===== src/rtl/mem_access_unit.sv =====
// RV64I memory-stage load/store unit: one doubleword-aligned req/ack bus
// transaction per legal access, with store lane formatting and load extension.

// One byte lane of store formatting: picks the replicated source byte and
// decides whether this lane falls inside the naturally aligned access.
module mem_access_lane #(
    parameter int LANE = 0
) (
    input  logic [1:0]  size,
    input  logic [2:0]  offset,
    input  logic [63:0] data,
    output logic [7:0]  lane_byte,
    output logic        lane_be
);
    localparam logic [2:0] IDX = 3'(LANE);

    logic [2:0] mask;

    always_comb begin
        case (size)
            2'd0:    mask = 3'b000;
            2'd1:    mask = 3'b001;
            2'd2:    mask = 3'b011;
            default: mask = 3'b111;
        endcase
    end

    assign lane_byte = data[{IDX & mask, 3'b000} +: 8];
    // Address is already known aligned, so the access covers lanes whose
    // size-aligned base equals the offset.
    assign lane_be   = ((IDX & ~mask) == offset);
endmodule

module mem_access_unit (
    input  logic        clk,
    input  logic        rst,
    input  logic        MemRead_M,
    input  logic        MemWrite_M,
    input  logic [2:0]  Funct3_M,
    input  logic [63:0] ALUResult_M,
    input  logic [63:0] WriteData_M,
    output logic [63:0] ReadData_M,
    output logic        Stall_M,
    output logic        AccessFault_M,
    output logic        mem_req,
    output logic        mem_we,
    output logic [63:0] mem_addr,
    output logic [63:0] mem_wdata,
    output logic [7:0]  mem_be,
    input  logic        mem_ack,
    input  logic [63:0] mem_rdata
);
    localparam int NUM_LANES = 8;

    localparam logic [1:0] IDLE = 2'd0;
    localparam logic [1:0] BUSY = 2'd1;
    localparam logic [1:0] DONE = 2'd2;

    logic [1:0]  state;
    logic        we_q;
    logic [2:0]  f3_q;
    logic [2:0]  off_q;
    logic [63:0] addr_q;
    logic [63:0] wdata_q;
    logic [7:0]  be_q;

    logic        access;
    logic        misalign;
    logic        bad_f3;
    logic        start;
    logic        busy;
    logic [63:0] fmt_wdata;
    logic [7:0]  fmt_be;
    logic [63:0] shifted;
    logic [63:0] load_ext;

    assign access = MemRead_M ^ MemWrite_M;

    always_comb begin
        case (Funct3_M[1:0])
            2'd1:    misalign = ALUResult_M[0];
            2'd2:    misalign = |ALUResult_M[1:0];
            2'd3:    misalign = |ALUResult_M[2:0];
            default: misalign = 1'b0;
        endcase
    end

    assign bad_f3 = (MemRead_M & (Funct3_M == 3'b111)) | (MemWrite_M & Funct3_M[2]);

    assign AccessFault_M = (MemRead_M & MemWrite_M) | (access & (misalign | bad_f3));
    assign start         = (state == IDLE) & access & ~AccessFault_M;
    assign busy          = (state == BUSY);
    assign Stall_M       = start | busy;

    genvar i;
    generate
        for (i = 0; i < NUM_LANES; i++) begin : g_lane
            mem_access_lane #(.LANE(i)) u_lane (
                .size      (Funct3_M[1:0]),
                .offset    (ALUResult_M[2:0]),
                .data      (WriteData_M),
                .lane_byte (fmt_wdata[8*i +: 8]),
                .lane_be   (fmt_be[i])
            );
        end
    endgenerate

    assign shifted = mem_rdata >> {off_q, 3'b000};

    always_comb begin
        case (f3_q)
            3'b000:  load_ext = {{56{shifted[7]}},  shifted[7:0]};
            3'b001:  load_ext = {{48{shifted[15]}}, shifted[15:0]};
            3'b010:  load_ext = {{32{shifted[31]}}, shifted[31:0]};
            3'b100:  load_ext = {56'd0, shifted[7:0]};
            3'b101:  load_ext = {48'd0, shifted[15:0]};
            3'b110:  load_ext = {32'd0, shifted[31:0]};
            default: load_ext = shifted;
        endcase
    end

    always_ff @(posedge clk or posedge rst) begin
        if (rst) begin
            state      <= IDLE;
            we_q       <= 1'b0;
            f3_q       <= 3'd0;
            off_q      <= 3'd0;
            addr_q     <= 64'd0;
            wdata_q    <= 64'd0;
            be_q       <= 8'd0;
            ReadData_M <= 64'd0;
        end else begin
            case (state)
                IDLE: if (start) begin
                    we_q    <= MemWrite_M;
                    f3_q    <= Funct3_M;
                    off_q   <= ALUResult_M[2:0];
                    addr_q  <= {ALUResult_M[63:3], 3'b000};
                    wdata_q <= MemWrite_M ? fmt_wdata : 64'd0;
                    be_q    <= MemWrite_M ? fmt_be : 8'd0;
                    state   <= BUSY;
                end
                BUSY: if (mem_ack) begin
                    if (!we_q) ReadData_M <= load_ext;
                    state <= DONE;
                end
                // DONE is the cycle the M->W register takes the result.
                default: state <= IDLE;
            endcase
        end
    end

    assign mem_req   = busy;
    assign mem_we    = busy & we_q;
    assign mem_addr  = busy ? addr_q  : 64'd0;
    assign mem_wdata = busy ? wdata_q : 64'd0;
    assign mem_be    = busy ? be_q    : 8'd0;
endmodule


===== config.mk =====
export PLATFORM = sky130hd
export DESIGN_NAME = mem_access_unit
export DESIGN_NICKNAME = d
export VERILOG_FILES = /design/src/rtl/mem_access_unit.sv
export SDC_FILE = /design/constraint.sdc
export NUM_CORES = 1
export LEC_CHECK = 0
export BUFFER_PORTS_ARGS = -buffer_cell sky130_fd_sc_hd__buf_2
export CAP_MARGIN = 40
export CELL_PAD_IN_SITES_DETAIL_PLACEMENT = 1
export CELL_PAD_IN_SITES_GLOBAL_PLACEMENT = 1
export CORE_MARGIN = 5
export CORE_UTILIZATION = 41
export CTS_CLUSTER_DIAMETER = 120
export DETAILED_ROUTE_END_ITERATION = 7
export PLACE_DENSITY_LB_ADDON = 0.1
export RECOVER_POWER = 100
export REMOVE_ABC_BUFFERS = 1
export SLEW_MARGIN = 20
export SYNTH_ARGS = -nofsm -noshare
export SYNTH_HDL_FRONTEND = slang
export SYNTH_SLANG_ARGS = --single-unit

===== constraint.sdc =====
create_clock -name clk -period 13.7 [get_ports clk]
set_input_delay 3.425 -clock clk [delete_from_list [all_inputs] [get_ports clk]]
set_output_delay 3.425 -clock clk [all_outputs]
set_load 0.05 [all_outputs]

Word level (Yosys, flattened, before mapping)
Index checks and enable logic that the tools add are counted.
{"block": "totals", "wordCells": 70, "register_bits": 206}
{"block": "classes", "bitwise_logic": 15, "n_reduce_logical": 9, "eq_ne": 19, "mux": 11, "n_shift": 8}
{"operator": "64-bit case mux with 6 select lines", "count": 1}
{"operator": "64-bit by 7-bit indexed part select with 8-bit output", "count": 4}
{"operator": "64-bit 2-to-1 mux", "count": 3}
{"operator": "64-bit by 6-bit indexed part select with 8-bit output", "count": 2}
{"operator": "64-bit by 5-bit indexed part select with 8-bit output", "count": 1}
{"operator": "64-bit by 6-bit right shift with 64-bit output", "count": 1}
{"operator": "8-bit 2-to-1 mux", "count": 2}
{"operator": "3-bit == test", "count": 4}
{"operator": "3-bit == test (second input constant)", "count": 4}
{"operator": "3-bit case mux with 3 select lines", "count": 1}
{"operator": "1-bit bitwise AND", "count": 7}
{"operator": "2-bit by 3-bit == test with 1-bit output", "count": 2}
{"operator": "3-bit logical NOT", "count": 2}
{"operator": "2-bit by 1-bit == test with 1-bit output (second input constant)", "count": 2}
{"operator": "2-bit == test (second input constant)", "count": 2}
{"operator": "2-bit logical NOT", "count": 2}
{"operator": "2-bit 2-to-1 mux", "count": 2}
{"operator": "2-bit inequality test (second input constant)", "count": 2}
{"operator": "1-bit bitwise OR", "count": 4}
{"operator": "2-bit case mux with 2 select lines", "count": 1}
{"operator": "2-bit AND reduction", "count": 2}
{"operator": "1-bit by 3-bit == test with 1-bit output", "count": 1}
{"operator": "3-bit by 1-bit == test with 1-bit output (second input constant)", "count": 1}
{"operator": "3-bit by 2-bit == test with 1-bit output (second input constant)", "count": 1}
{"operator": "other kinds (7)", "count": 8}

Logic depth before layout (Yosys ltp)
Gate-level depths: netlist of run 1.
{"block": "depth", "ltp_word": 10, "mapped_depth": 8, "depth_no_buf": 5}

By module
From an unflattened synthesis of run 1, not the netlist that was laid out.
{"block": "hier_totals", "hier_cells": 1276, "hier_area_um2": 12286.8}
{"module": "mem_access_unit", "seq_area_each_um2": 5154.9, "n_inst": 1, "cells_each": 1110, "area_per_inst_um2": 10829.1}
{"module": "mem_access_lane at g_lane[5].u_lane", "seq_area_each_um2": 0.0, "n_inst": 1, "cells_each": 44, "area_per_inst_um2": 332.8}
{"module": "mem_access_lane at g_lane[7].u_lane", "seq_area_each_um2": 0.0, "n_inst": 1, "cells_each": 16, "area_per_inst_um2": 240.2}
{"module": "mem_access_lane at g_lane[6].u_lane", "seq_area_each_um2": 0.0, "n_inst": 1, "cells_each": 31, "area_per_inst_um2": 216.5}
{"module": "mem_access_lane at g_lane[3].u_lane", "seq_area_each_um2": 0.0, "n_inst": 1, "cells_each": 31, "area_per_inst_um2": 201.4}
{"module": "mem_access_lane at g_lane[2].u_lane", "seq_area_each_um2": 0.0, "n_inst": 1, "cells_each": 11, "area_per_inst_um2": 150.1}
{"module": "mem_access_lane at g_lane[4].u_lane", "seq_area_each_um2": 0.0, "n_inst": 1, "cells_each": 12, "area_per_inst_um2": 126.4}
{"module": "mem_access_lane at g_lane[1].u_lane", "seq_area_each_um2": 0.0, "n_inst": 1, "cells_each": 12, "area_per_inst_um2": 120.1}
{"module": "mem_access_lane at g_lane[0].u_lane", "seq_area_each_um2": 0.0, "n_inst": 1, "cells_each": 9, "area_per_inst_um2": 70.1}

Worst setup path before layout of run 1
Ideal clock, no wire load.
{"block": "synth_timing", "path_type": "input to output", "start": "input Funct3_M[0]", "end": "output Stall_M", "arrival_ps": 5313, "path_stages": 7, "slack_ps": 4962, "path_cell_list": "or2_2 > clkbuf_1 > a222oi_1 > nand2_1 > clkbuf_1 > buf_1 > nand2_1"}
{"block": "synth_via", "elab_chain_cells": 9}
{"element": "start, declared", "line": "39", "rtl": "input logic [2:0] Funct3_M,"}
{"element": "3-bit == test", "line": "88", "rtl": "assign bad_f3 = (MemRead_M & (Funct3_M == 3'b111)) | (MemWrite_M & Funct3_M[2]);"}
{"element": "1-bit bitwise AND", "line": "88"}
{"element": "1-bit bitwise OR", "line": "88"}
{"element": "1-bit bitwise OR (*)", "line": "90", "rtl": "assign AccessFault_M = (MemRead_M & MemWrite_M) | (access & (misalign | bad_f3));"}
{"element": "1-bit bitwise AND (*)", "line": "90"}
{"element": "1-bit bitwise OR (*)", "line": "90"}
{"element": "1-bit inverter (*)", "line": "91", "rtl": "assign start = (state == IDLE) & access & ~AccessFault_M;"}
{"element": "1-bit bitwise AND (*)", "line": "91"}
{"element": "1-bit bitwise OR (*)", "line": "93", "rtl": "assign Stall_M = start | busy;"}
{"element": "end, declared", "line": "43", "rtl": "output logic Stall_M,"}
Mark *: on every way between the ends. The rest lies on a longest branch, timed or not.

Final worst setup path of run 1
Ends and elaborated chain as after synthesis.

==> summary.txt, run 1 <==
Critical path
  – Worst r2r dst: addr_q[11]
  – Critical path endpoint category: primary output
  – Buf/Inv on CP: 3
  – Worst Reg-to-Reg Cells: 6
  – Max incr delay on CP: 1.08 ns
  – CP Class: in -> out
  – Worst R2R Setup Slack: 8.37 ns
  – Arrival @ worst endpoint: 7.07 ns
  – CP max FO: 50
  – Element type at the critical path start: input port
  – Worst path depth: 7
  – Critical-path top delay cell: nand2_1
  – Critical path origin: Funct3_M[0]
  – Critical path endpoint: Stall_M
  – Worst r2r src: state[0]
  – CP Cell Sequence: buf_2, buf_4, or2_0, a222oi_1, nand2_1, nand2_1, clkbuf_1
  – Worst Path Required: 10.27 ns
  – Delay-heaviest family, CP: simple AND/OR/NAND/NOR gates
  – Crit path top cell by count: nand2_1

Finish
  – Final Util: 52.11%
  – Fin nets: 1747
  – P&R area growth vs syn: 25.58%
  – Fraction of layout cells with a size suffix above 1: 29.99%

Detailed routing
  – Initial DRC count: 600
  – Residual DRC: 0
  – Detailed Routing Iterations Pass 1: 5
  – Post-DRT Antenna Nets: 0
  – Vias per Instance: 5.314
  – Final wirelength: 41520 um
  – Detailed-route via count: 10395
  – Detailed-route wire length per cell: 21.23 um

Clocking
  – Root buf cell: clkbuf_16
  – Num CTS Buffers: 24
  – Clock tree buffer depth: 3
  – Setup Buffers After CTS: 0
  – Hold-fix buffers, CTS: 0
  – Clock slew at reported path FFs: 0.06 ns
  – Clock latency on the worst-skew pair: 0.51 ns
  – Resized cells post-CTS: 0
  – CTS Sinks: 206
  – CTS tree: yes
  – H-tree levels: 1

Logic synthesis
  – Avg Cell Area, Syn: 10.01 um^2
  – Post-synthesis mux area share: 26.12%
  – Post-synth cell types: 47
  – Simple logic cell fraction of the synthesized area: 15.74%
  – Synth area leaders: dfrtp_1 43%, mux2i_1 10%, mux2_2 10%, mux4_2 5.5%, and2_1 5.2%
  – FFs w/ async S/R, synth: 100.0%
  – Count leader, synth: dfrtp_1
  – Synth Area in Adders: 0.1051%
  – Sequential area share after synthesis: 43.28%
  – Synth warnings: 0
  – Commonest cells post-synth: 206 x dfrtp_1, 142 x nand2_1, 124 x mux2i_1
  – Post-Synth XOR/XNOR Area: 0.2206%
  – Number of synthesized register bits: 206
  – Post-synth top area share: 43.28%
  – Yosys top cell by area: dfrtp_1
  – Compound-gate portion of the synthesized area: 9.759%
  – Post-synthesis cell count: 1190
  – Post-synth EDFFs: 0
  – Largest family of logic cells by synthesized area: multiplexers
  – Most used DFF post-synth: dfrtp_1
  – Synthesized area: 11910 um^2

Timing
  – Max-slew violations: 339
  – Minimum clock period: 10.49 ns
  – Hold Vio Cnt, Final: 0
  – Worst hold margin: 0.4761 ns
  – Final TNS setup: 0 ns
  – Clock skew: 0.006270 ns
  – Max_slew headroom: -198.6%
  – Final setup violation count: 0
  – Max Freq: 95.30 MHz
  – Actual slew at the worst max-slew pin: 4.479 ns
  – Final worst-path cycle share: 76.59%
  – Unrepaired setup endpoints after global routing: false

Worst hold path
  – Hold crit path type: reg -> reg

Die
  – Starting Density: 41.50%
  – Die W: 180.4 um
  – Ports: 404
  – Placeable Area: 28700 um^2
  – Die Area: 32560 um^2
  – Std-Cell Rows: 62
  – Die Ht: 180.4 um

Power and ir drop
  – Peak supply drop: 0.0001151 V
  – P_leak: 0.007235 uW
  – Power density over cell area: 208.3 nW/um^2

Outcome
  – Failing checks: max-capacitance violations, max-slew violations
  – Outcome: complete, but fails checks

Job
  – Maxcap violations: 6

GRT
  – Largest net degree at the start of global routing: 85
  – Global Route met3 Usage: 5.087%
  – M1 GR Usage: 32.51%
  – Remaining Overflow, GRT: 0
  – Antenna violations before repair: 9
  – Global routing usage on met2: 41.27%
  – Top Usage Layer GRT: met2
  – First-pass GRT wire length: 65000 um
  – GRT Total Usage: 24.61%
  – Vias in the first global route: 11233

Placed design
  – HPWL Detailed: 29590 um
  – Routability cong.: 0.8611
  – Port Buf Inserts: 400
worst reg2reg max path, stage by stage (launching register included):
cell and delay (ns):
dfrtp_1 0.34, nor4_1 0.07, nand2_1 1.15, clkbuf_1 2.34, clkbuf_1 0.54, buf_16 0.35
mux2_2 0.41
cell type report:
type	instances	area [um^2]
timing repair buffer	428	2125
clock buffer	33	695.7
multi-input combinational	842	6207
antenna	8	20.02
fill	3424	13750
inverter	44	166.4
sequential	206	5157
clock inverter	11	105.1
tap	384	480.5
per-stage QoR:
stage                     instances  total power [uW]  worst slack (ns)  area [um^2]
after detailed placement       1902              2509             4.144        14330
after global placement         1893              2441             4.315        14160
after floorplan                1092              2073             1.752        11520
after CTS                      1946              3176             4.123        15130
final                          1956              3115             3.207        14960
after global routing           1955              3287             3.020        14950
flip-flops by register name, summed over array words and instances, names as in the netlist:
name,cells
ReadData_M,64
we_q,1
f3_q,3
addr_q,61
wdata_q,64
off_q,3
be_q,8
state,2
power by group:
group	switching (uW)	internal, uW	total, uW	leakage (uW)
combinational	1030	454	1490	0.00433
sequential	122	855	977	0.00250
clock	259	392	651	0.000405
total	1410	1700	3120	0.00724
worst min-delay path by stage:
stage                  start             to  cells past startpoint
6_report       ReadData_M[7]  ReadData_M[7]                      2
4_1_cts        ReadData_M[7]  ReadData_M[7]                      2
2_1_floorplan    wdata_q[63]    wdata_q[63]                      1
5_1_grt        ReadData_M[7]  ReadData_M[7]                      2
3_5_place_dp   ReadData_M[7]  ReadData_M[7]                      2
3_3_place_gp   ReadData_M[7]  ReadData_M[7]                      2
cell usage in the layout, fill, tap and decap left out, types with 18 or more instances in the layout:
cell type / instances
buf_2: 267
dfrtp_1: 204
nand2b_1: 18
inv_1: 42
a21oi_1: 40
mux4_2: 29
clkbuf_16: 25
mux2_2: 106
a21boi_0: 24
and2_0: 73
o21ai_0: 23
a31oi_1: 27
and2_1: 26
nor2_1: 105
clkbuf_1: 145
o211ai_1: 20
mux2i_1: 124
nand2_1: 142
cells by family (layout without fill, tap and decap cells):
kind of cell             count (synthesis)  after routing
XOR/XNOR                                 3              3
buffers and inverters                  144            516
AO/OA/AOI/OAI                          175            175
adder cells (fa/ha/maj)                  1              1
AND/OR/NAND/NOR                        399            399
other                                    1             11
flip-flops                             206            206
multiplexers                           261            261
metal layers:
| metal | vias to the layer above | share of wire [%] | wire [um] |
|---|---|---|---|
| met1 | 5146 | 43 | 17800 |
| li1 | 4821 | - | - |
| met4 | 4 | 2.4 | 976 |
| met5 | - | 0.063 | 26 |
| met2 | 359 | 48 | 19990 |
| met3 | 65 | 6.6 | 2729 |
(Power assumes the default switching activity.)
==> run 2, diff against run 1 <==
--- a/config.mk
+++ b/config.mk
@@ -5,12 +5,13 @@
 export SDC_FILE = /design/constraint.sdc
 export NUM_CORES = 1
 export LEC_CHECK = 0
+export ABC_AREA = 1
 export BUFFER_PORTS_ARGS = -buffer_cell sky130_fd_sc_hd__buf_2
 export CAP_MARGIN = 40
 export CELL_PAD_IN_SITES_DETAIL_PLACEMENT = 1
 export CELL_PAD_IN_SITES_GLOBAL_PLACEMENT = 1
 export CORE_MARGIN = 5
-export CORE_UTILIZATION = 41
+export CORE_UTILIZATION = 32
 export CTS_CLUSTER_DIAMETER = 120
 export DETAILED_ROUTE_END_ITERATION = 7
 export PLACE_DENSITY_LB_ADDON = 0.1
==> constraint.sdc (replaced) <==
create_clock -name clk -period 8.75 [get_ports clk]
set_input_delay 2.1875 -clock clk [delete_from_list [all_inputs] [get_ports clk]]
set_output_delay 2.1875 -clock clk [all_outputs]
set_load 0.05 [all_outputs]
==> run 2 against run 1 <==
The flow still finishes with violations (max-capacitance violations, max-slew violations); setup slack got worse by 1.0 ns; clock power increased by 71%; register-to-register slack got worse by 5.6 ns; critical path type is now reg -> out.
==> summary.txt, run 2 <==
Outcome
  – Outcome: complete, but fails checks
  – Failing checks: max-capacitance violations, max-slew violations

Detailed routing
  – Detailed-route via count: 12199 (+17%)
  – Vias per Instance: 4.765 (-10%)
  – Final wirelength: 44310 um (+6.7%)
  – Residual DRC: 0 (unchanged)
  – Initial DRC count: 585 (-2.5%)
  – Post-DRT Antenna Nets: 0 (unchanged)
  – Detailed Routing Iterations Pass 1: 5 (unchanged)
  – Detailed-route wire length per cell: 17.31 um (-18%)

Power and ir drop
  – P_leak: 0.007265 uW (+0.41%)
  – Peak supply drop: 0.0001486 V (+29%)
  – Power density over cell area: 369.5 nW/um^2 (+77%)

Timing
  – Minimum clock period: 6.578 ns
  – Hold Vio Cnt, Final: 0 (unchanged)
  – Final worst-path cycle share: 75.18%
  – Actual slew at the worst max-slew pin: 2.989 ns (-1.490 ns)
  – Final setup violation count: 0 (unchanged)
  – Max Freq: 152.0 MHz
  – Worst hold margin: 0.4797 ns (+0.003577 ns)
  – Max_slew headroom: -99.25% (+99 points)
  – Final TNS setup: 0 ns (unchanged)
  – Clock skew: 0.008245 ns (+0.001975 ns)
  – Unrepaired setup endpoints after global routing: false
  – Max-slew violations: 303 (-11%)

GRT
  – First-pass GRT wire length: 70350 um (+8.2%)
  – Remaining Overflow, GRT: 0 (unchanged)
  – Antenna violations before repair: 7 (-2)
  – Largest net degree at the start of global routing: 89 (+4.7%)
  – Vias in the first global route: 12806 (+14%)
  – GRT Total Usage: 21.20% (-3.4 points)

Clocking
  – Root buf cell: clkbuf_16
  – Clock latency on the worst-skew pair: 0.53 ns (+0.02 ns)
  – CTS Sinks: 206 (unchanged)
  – Resized cells post-CTS: 0 (unchanged)
  – CTS tree: yes
  – Num CTS Buffers: 26 (+8.3%)
  – Clock tree buffer depth: 3 (unchanged)
  – Hold-fix buffers, CTS: 0 (unchanged)
  – H-tree levels: 1 (unchanged)
  – Clock slew at reported path FFs: 0.06 ns (about the same)
  – Setup Buffers After CTS: 0 (unchanged)

Logic synthesis
  – Post-synth cell types: 29 (-38%)
  – Synthesized area: 11740 um^2 (-1.4%)
  – Post-synth top area share: 43.90% (+0.62 points)
  – Commonest cells post-synth: 453 x nand2_1, 293 x nor2_1, 234 x inv_1
  – Post-synth EDFFs: 0 (unchanged)
  – Yosys top cell by area: dfrtp_1
  – FFs w/ async S/R, synth: 100.0% (unchanged)
  – Most used DFF post-synth: dfrtp_1
  – Count leader, synth: nand2_1
  – Synth area leaders: dfrtp_1 44%, nand2_1 14%, nor2_1 9.4%, inv_1 7.5%, o21ai_0 6.4%
  – Avg Cell Area, Syn: 6.749 um^2 (-33%)
  – Post-synthesis cell count: 1740 (+46%)
  – Synth warnings: 0 (unchanged)
  – Sequential area share after synthesis: 43.90% (+0.62 points)
  – Number of synthesized register bits: 206 (unchanged)

Placed design
  – Port Buf Inserts: 400 (unchanged)
  – HPWL Detailed: 31890 um (+7.8%)
  – Routability cong.: 0.8137 (-5.5%)

Finish
  – P&R area growth vs syn: 25.03%
  – Filler Cell Count: 4878 (+42%)
  – Largest registers: ReadData_M x64, wdata_q x64, addr_q x61
  – Fin nets: 2272 (+30%)
  – Final Util: 40.30% (-12 points)
  – Most frequent cells in the layout: 452 x nand2_1, 293 x nor2_1, 233 x o21ai_0, 232 x inv_1, 214 x clkbuf_1
  – Commonest non-fill, non-tap cell in the layout: nand2_1
  – Fraction of layout cells with a size suffix above 1: 13.12% (-17 points)

Die
  – Starting Density: 32.23% (-9.3 points)
  – Die Area: 40630 um^2 (+25%)
  – Die W: 201.6 um (+12%)
  – Die Ht: 201.6 um (+12%)
  – Ports: 404 (unchanged)
  – Placeable Area: 36430 um^2 (+27%)
  – Std-Cell Rows: 70 (+13%)

Critical path
  – CP Class: reg -> out
  – Worst R2R Setup Slack: 2.73 ns (-5.64 ns)
  – CP max FO: 56 (+12%)
  – Critical path endpoint category: primary output
  – Arrival @ worst endpoint: 4.39 ns (-2.68 ns)
  – Element type at the critical path start: flop
  – Worst Path Required: 6.56 ns (-3.71 ns)

Worst hold path
  – Hold crit path type: reg -> reg

Job
  – Maxcap violations: 5 (-1)
-- run 2: path summary, 6_finish.rpt --
kind                                  endpoint  cells past startpoint          start
worst max register to register  ReadData_M[45]                      9       state[1]
worst min register to register   ReadData_M[8]                      2  ReadData_M[8]
worst min-delay path             ReadData_M[8]                      2  ReadData_M[8]
max in group asynchronous          wdata_q[42]                      5            rst
worst max-delay path             mem_wdata[26]                      7       state[0]
min in group asynchronous           addr_q[57]                      2            rst
-- run 2: layer usage --
metal / track usage (%) / part of all wire [%] / vias up
met5: 0 / 0.11 / -
met4: 4.297 / 1.8 / 8
met3: 4.206 / 5.9 / 55
met2: 36.47 / 48 / 308
met1: 27.90 / 44 / 5776
li1: - / - / 6052
-- run 2: per-stage QoR --
stage / power, uW / std cells / setup slack (ns) / area (um^2)
final: 5426 / 2560 / 2.172 / 14680
after global routing: 5841 / 2557 / 1.608 / 14670
after CTS: 5589 / 2557 / 2.908 / 14970
after detailed placement: 4446 / 2511 / 2.908 / 14100
after global placement: 4320 / 2503 / 2.962 / 13900
after floorplan: 3577 / 1623 / -3.818 / 11190
-- run 2: power by group --
| group | leakage (uW) | internal (uW) | switching, uW | total (uW) |
|---|---|---|---|---|
| Clock | 0.000424 | 686 | 428 | 1110 |
| Sequential | 0.00255 | 1360 | 255 | 1610 |
| Combinational | 0.00429 | 629 | 2070 | 2700 |
| Total | 0.00726 | 2670 | 2750 | 5430 |
-- run 2: critical path, stage by stage, from the launching register on --
cell and delay (ns):
dfrtp_1 0.39, inv_1 0.06, nor2_1 0.09, inv_4 0.45, buf_4 0.49, clkbuf_1 1.73, nor2_1 0.23, clkbuf_1 0.40
-- run 2: logic make-up after synthesis --
kind of cell / Yosys count / synth area share, %
AND/OR/NAND/NOR: 855 / 28.88
buffers and inverters: 359 / 12.40
AO/OA/AOI/OAI: 316 / 14.53
flip-flops: 206 / 43.90
XOR/XNOR: 2 / 0.1492
adder cells (fa/ha/maj): 1 / 0.1065
other: 1 / 0.03194
-- run 2: layout make-up --
type	count	area [um^2]	area share, %
Inverter	240	904.6	6.162
Antenna cell	3	7.507	0.05113
Sequential cell	206	5157	35.13
Tap cell	468	585.6	3.988
Timing Repair Buffer	420	2017	13.74
Clock inverter	5	100.1	0.6818
Clock buffer	41	768.2	5.233
Multi-Input combinational cell	1177	5141	35.02
==> run 3, diff against run 2 <==
==> constraint.sdc (replaced) <==
create_clock -name clk -period 5.4 [get_ports clk]
set_input_delay 1.35 -clock clk [delete_from_list [all_inputs] [get_ports clk]]
set_output_delay 1.35 -clock clk [all_outputs]
set_load 0.05 [all_outputs]
==> run 3 against run 2 <==
The flow still finishes with violations (max-capacitance violations, max-slew violations); highest routed layer unchanged; critical path type is now in -> out; sequential power increased by 61%; largest cell class unchanged; critical path depth increased by 2; die area unchanged.
==> summary.txt, run 3 (synthesized netlist as in run 2, its figures left out) <==
GRT
  – Remaining Overflow, GRT: 0 (unchanged)
  – Vias in the first global route: 12660 (-1.1%)
  – Antenna violations before repair: 10 (+3)
  – First-pass GRT wire length: 69930 um (-0.59%)
  – Largest net degree at the start of global routing: 282 (+220%)
  – GRT Total Usage: 21.00% (-0.20 points)

Finish
  – Final Util: 40.25% (-0.041 points)
  – Fraction of layout cells with a size suffix above 1: 13.45% (+0.34 points)
  – Final cell count without fillers: 2562 (+0.078%)
  – Most frequent cells in the layout: 452 x nand2_1, 293 x nor2_1, 232 x inv_1, 228 x o21ai_0, 206 x clkbuf_1
  – Commonest non-fill, non-tap cell in the layout: nand2_1
  – Fin nets: 2270 (-0.088%)
  – P&R area growth vs syn: 24.90%
  – Largest registers: ReadData_M x64, wdata_q x64, addr_q x61
  – Post-route cell area: 14670 um^2 (-0.10%)

Placed design
  – Dpl cells: 2507 (-0.16%)
  – Area of placed instances: 14040 um^2 (-0.43%)
  – HPWL Detailed: 31160 um (-2.3%)
  – Routability cong.: 0.8031 (-1.3%)
  – Dpl ws: 1.262 ns (-1.646 ns)
  – Port Buf Inserts: 400 (unchanged)

Die
  – Die Ht: 201.6 um (unchanged)
  – Die Area: 40630 um^2 (unchanged)
  – Starting Density: 32.23% (unchanged)
  – Std-Cell Rows: 70 (unchanged)
  – Die W: 201.6 um (unchanged)
  – Placeable Area: 36430 um^2 (unchanged)
  – Ports: 404 (unchanged)

Power and ir drop
  – Power density over cell area: 596.9 nW/um^2 (+62%)
  – Peak supply drop: 0.0002313 V (+56%)
  – P_leak: 0.007264 uW (about the same)

Clocking
  – Clock latency on the worst-skew pair: 0.53 ns (about the same)
  – Clock tree buffer depth: 3 (unchanged)
  – Setup Buffers After CTS: 0 (unchanged)
  – H-tree levels: 1 (unchanged)
  – CTS Sinks: 206 (unchanged)
  – Resized cells post-CTS: 0 (unchanged)
  – CTS tree: yes
  – Hold-fix buffers, CTS: 0 (unchanged)
  – Clock slew at reported path FFs: 0.06 ns (about the same)
  – Root buf cell: clkbuf_16
  – Num CTS Buffers: 27 (+3.8%)

Detailed routing
  – Detailed Routing Iterations Pass 1: 8 (+3)
  – Detailed-route via count: 12253 (+0.44%)
  – Initial DRC count: 538 (-8.0%)
  – Vias per Instance: 4.783 (+0.36%)
  – Final wirelength: 44230 um (-0.17%)
  – Detailed-route wire length per cell: 17.26 um (-0.25%)
  – Residual DRC: 0 (unchanged)
  – Post-DRT Antenna Nets: 0 (unchanged)

Timing
  – Setup ws final: 0.7387 ns (-1.433 ns)
  – Final setup violation count: 0 (unchanged)
  – Max-slew violations: 31 (-90%)
  – Unrepaired setup endpoints after global routing: false
  – Max Freq: 214.5 MHz
  – Actual slew at the worst max-slew pin: 1.674 ns (-1.315 ns)
  – Hold Vio Cnt, Final: 0 (unchanged)
  – Final worst-path cycle share: 86.32%
  – Final TNS setup: 0 ns (unchanged)
  – Minimum clock period: 4.661 ns
  – Clock skew: 0.01064 ns (+0.002392 ns)
  – Max_slew headroom: -11.59% (+88 points)

Job
  – Maxcap violations: 1 (-4)

Critical path
  – Critical-path top delay cell: clkbuf_1
  – CP Cell Sequence: clkbuf_1, nand3_1, nand2_1, nand2_1, nand3b_1, nand2_1, nand3_1, nand2_1, buf_2
  – CP max FO: 23 (-59%)
  – Worst Path Required: 4.05 ns (-2.51 ns)
  – Max incr delay on CP: 0.90 ns (-0.83 ns)
  – Critical path endpoint category: primary output
  – Arrival @ worst endpoint: 3.31 ns (-1.08 ns)
  – Element type at the critical path start: input port
  – CP Class: in -> out
  – Crit path top cell by count: nand2_1

Worst hold path
  – Hold crit path type: reg -> reg

Outcome
  – Outcome: complete, but fails checks
  – Failing checks: max-capacitance violations, max-slew violations
==> run 3: changes by cell type in the layout (fill, tap and decap cells not counted), moves of 2 or more <==
cell,change
buf_12,+3
buf_16,-3
bufinv_16,-2
clkbuf_1,-8
clkbuf_8,+5
clkinv_2,+3
diode_2,+2
o21ai_0,-5
o21ai_1,+5
==> run 3: per-stage QoR <==
step	power [uW]	hold WS, ns
after global placement	7011	0.4629
after detailed placement	7189	0.4720
final	8755	0.4838
after CTS	9042	0.4871
after floorplan	5796	0.4530
after global routing	9412	0.5094
==> run 3: metal layers <==
| metal | global-route usage (%) | vias up | routed length [um] |
|---|---|---|---|
| met3 | 5.109 | 47 | 2897 |
| met2 | 36.25 | 297 | 21270 |
| li1 | - | 6057 | - |
| met1 | 27.38 | 5842 | 19430 |
| met5 | 0 | - | 60 |
| met4 | 3.149 | 10 | 573 |
==> run 3: power breakdown <==
| part | leakage [uW] | internal [uW] | switching, uW | total (uW) |
|---|---|---|---|---|
| Sequential | 0.00255 | 2200 | 398 | 2600 |
| Combinational | 0.00427 | 987 | 3370 | 4360 |
| Clock | 0.000442 | 1090 | 717 | 1800 |
==> run 3: area by class of cell <==
class,count,area [um^2]
clock buffer,41,818.3
timing repair buffer,417,1981
tap,468,585.6
fill,4919,21770
clock inverter,8,71.32
multi-input combinational,1177,5136
sequential,206,5157
inverter,240,904.6
antenna,5,12.51
==> run 3: path summary, 6_finish.rpt <==
check / depth (start not counted) / end / start / slack, ns
min reg2reg: 2 / addr_q[33] / addr_q[33] / 0.48
max reg2reg: 12 / ReadData_M[42] / off_q[0] / 1.20
min: 2 / addr_q[33] / addr_q[33] / 0.48
max: 9 / Stall_M / Funct3_M[1] / 0.74
max in group asynchronous: 4 / wdata_q[34] / rst / 1.40
min in group asynchronous: 2 / addr_q[27] / rst / 1.12
==> run 3: critical path, delay by kind of cell <==
family	cells	cell delay [ns]
simple gates	7	0.80
buf+inv	2	1.14
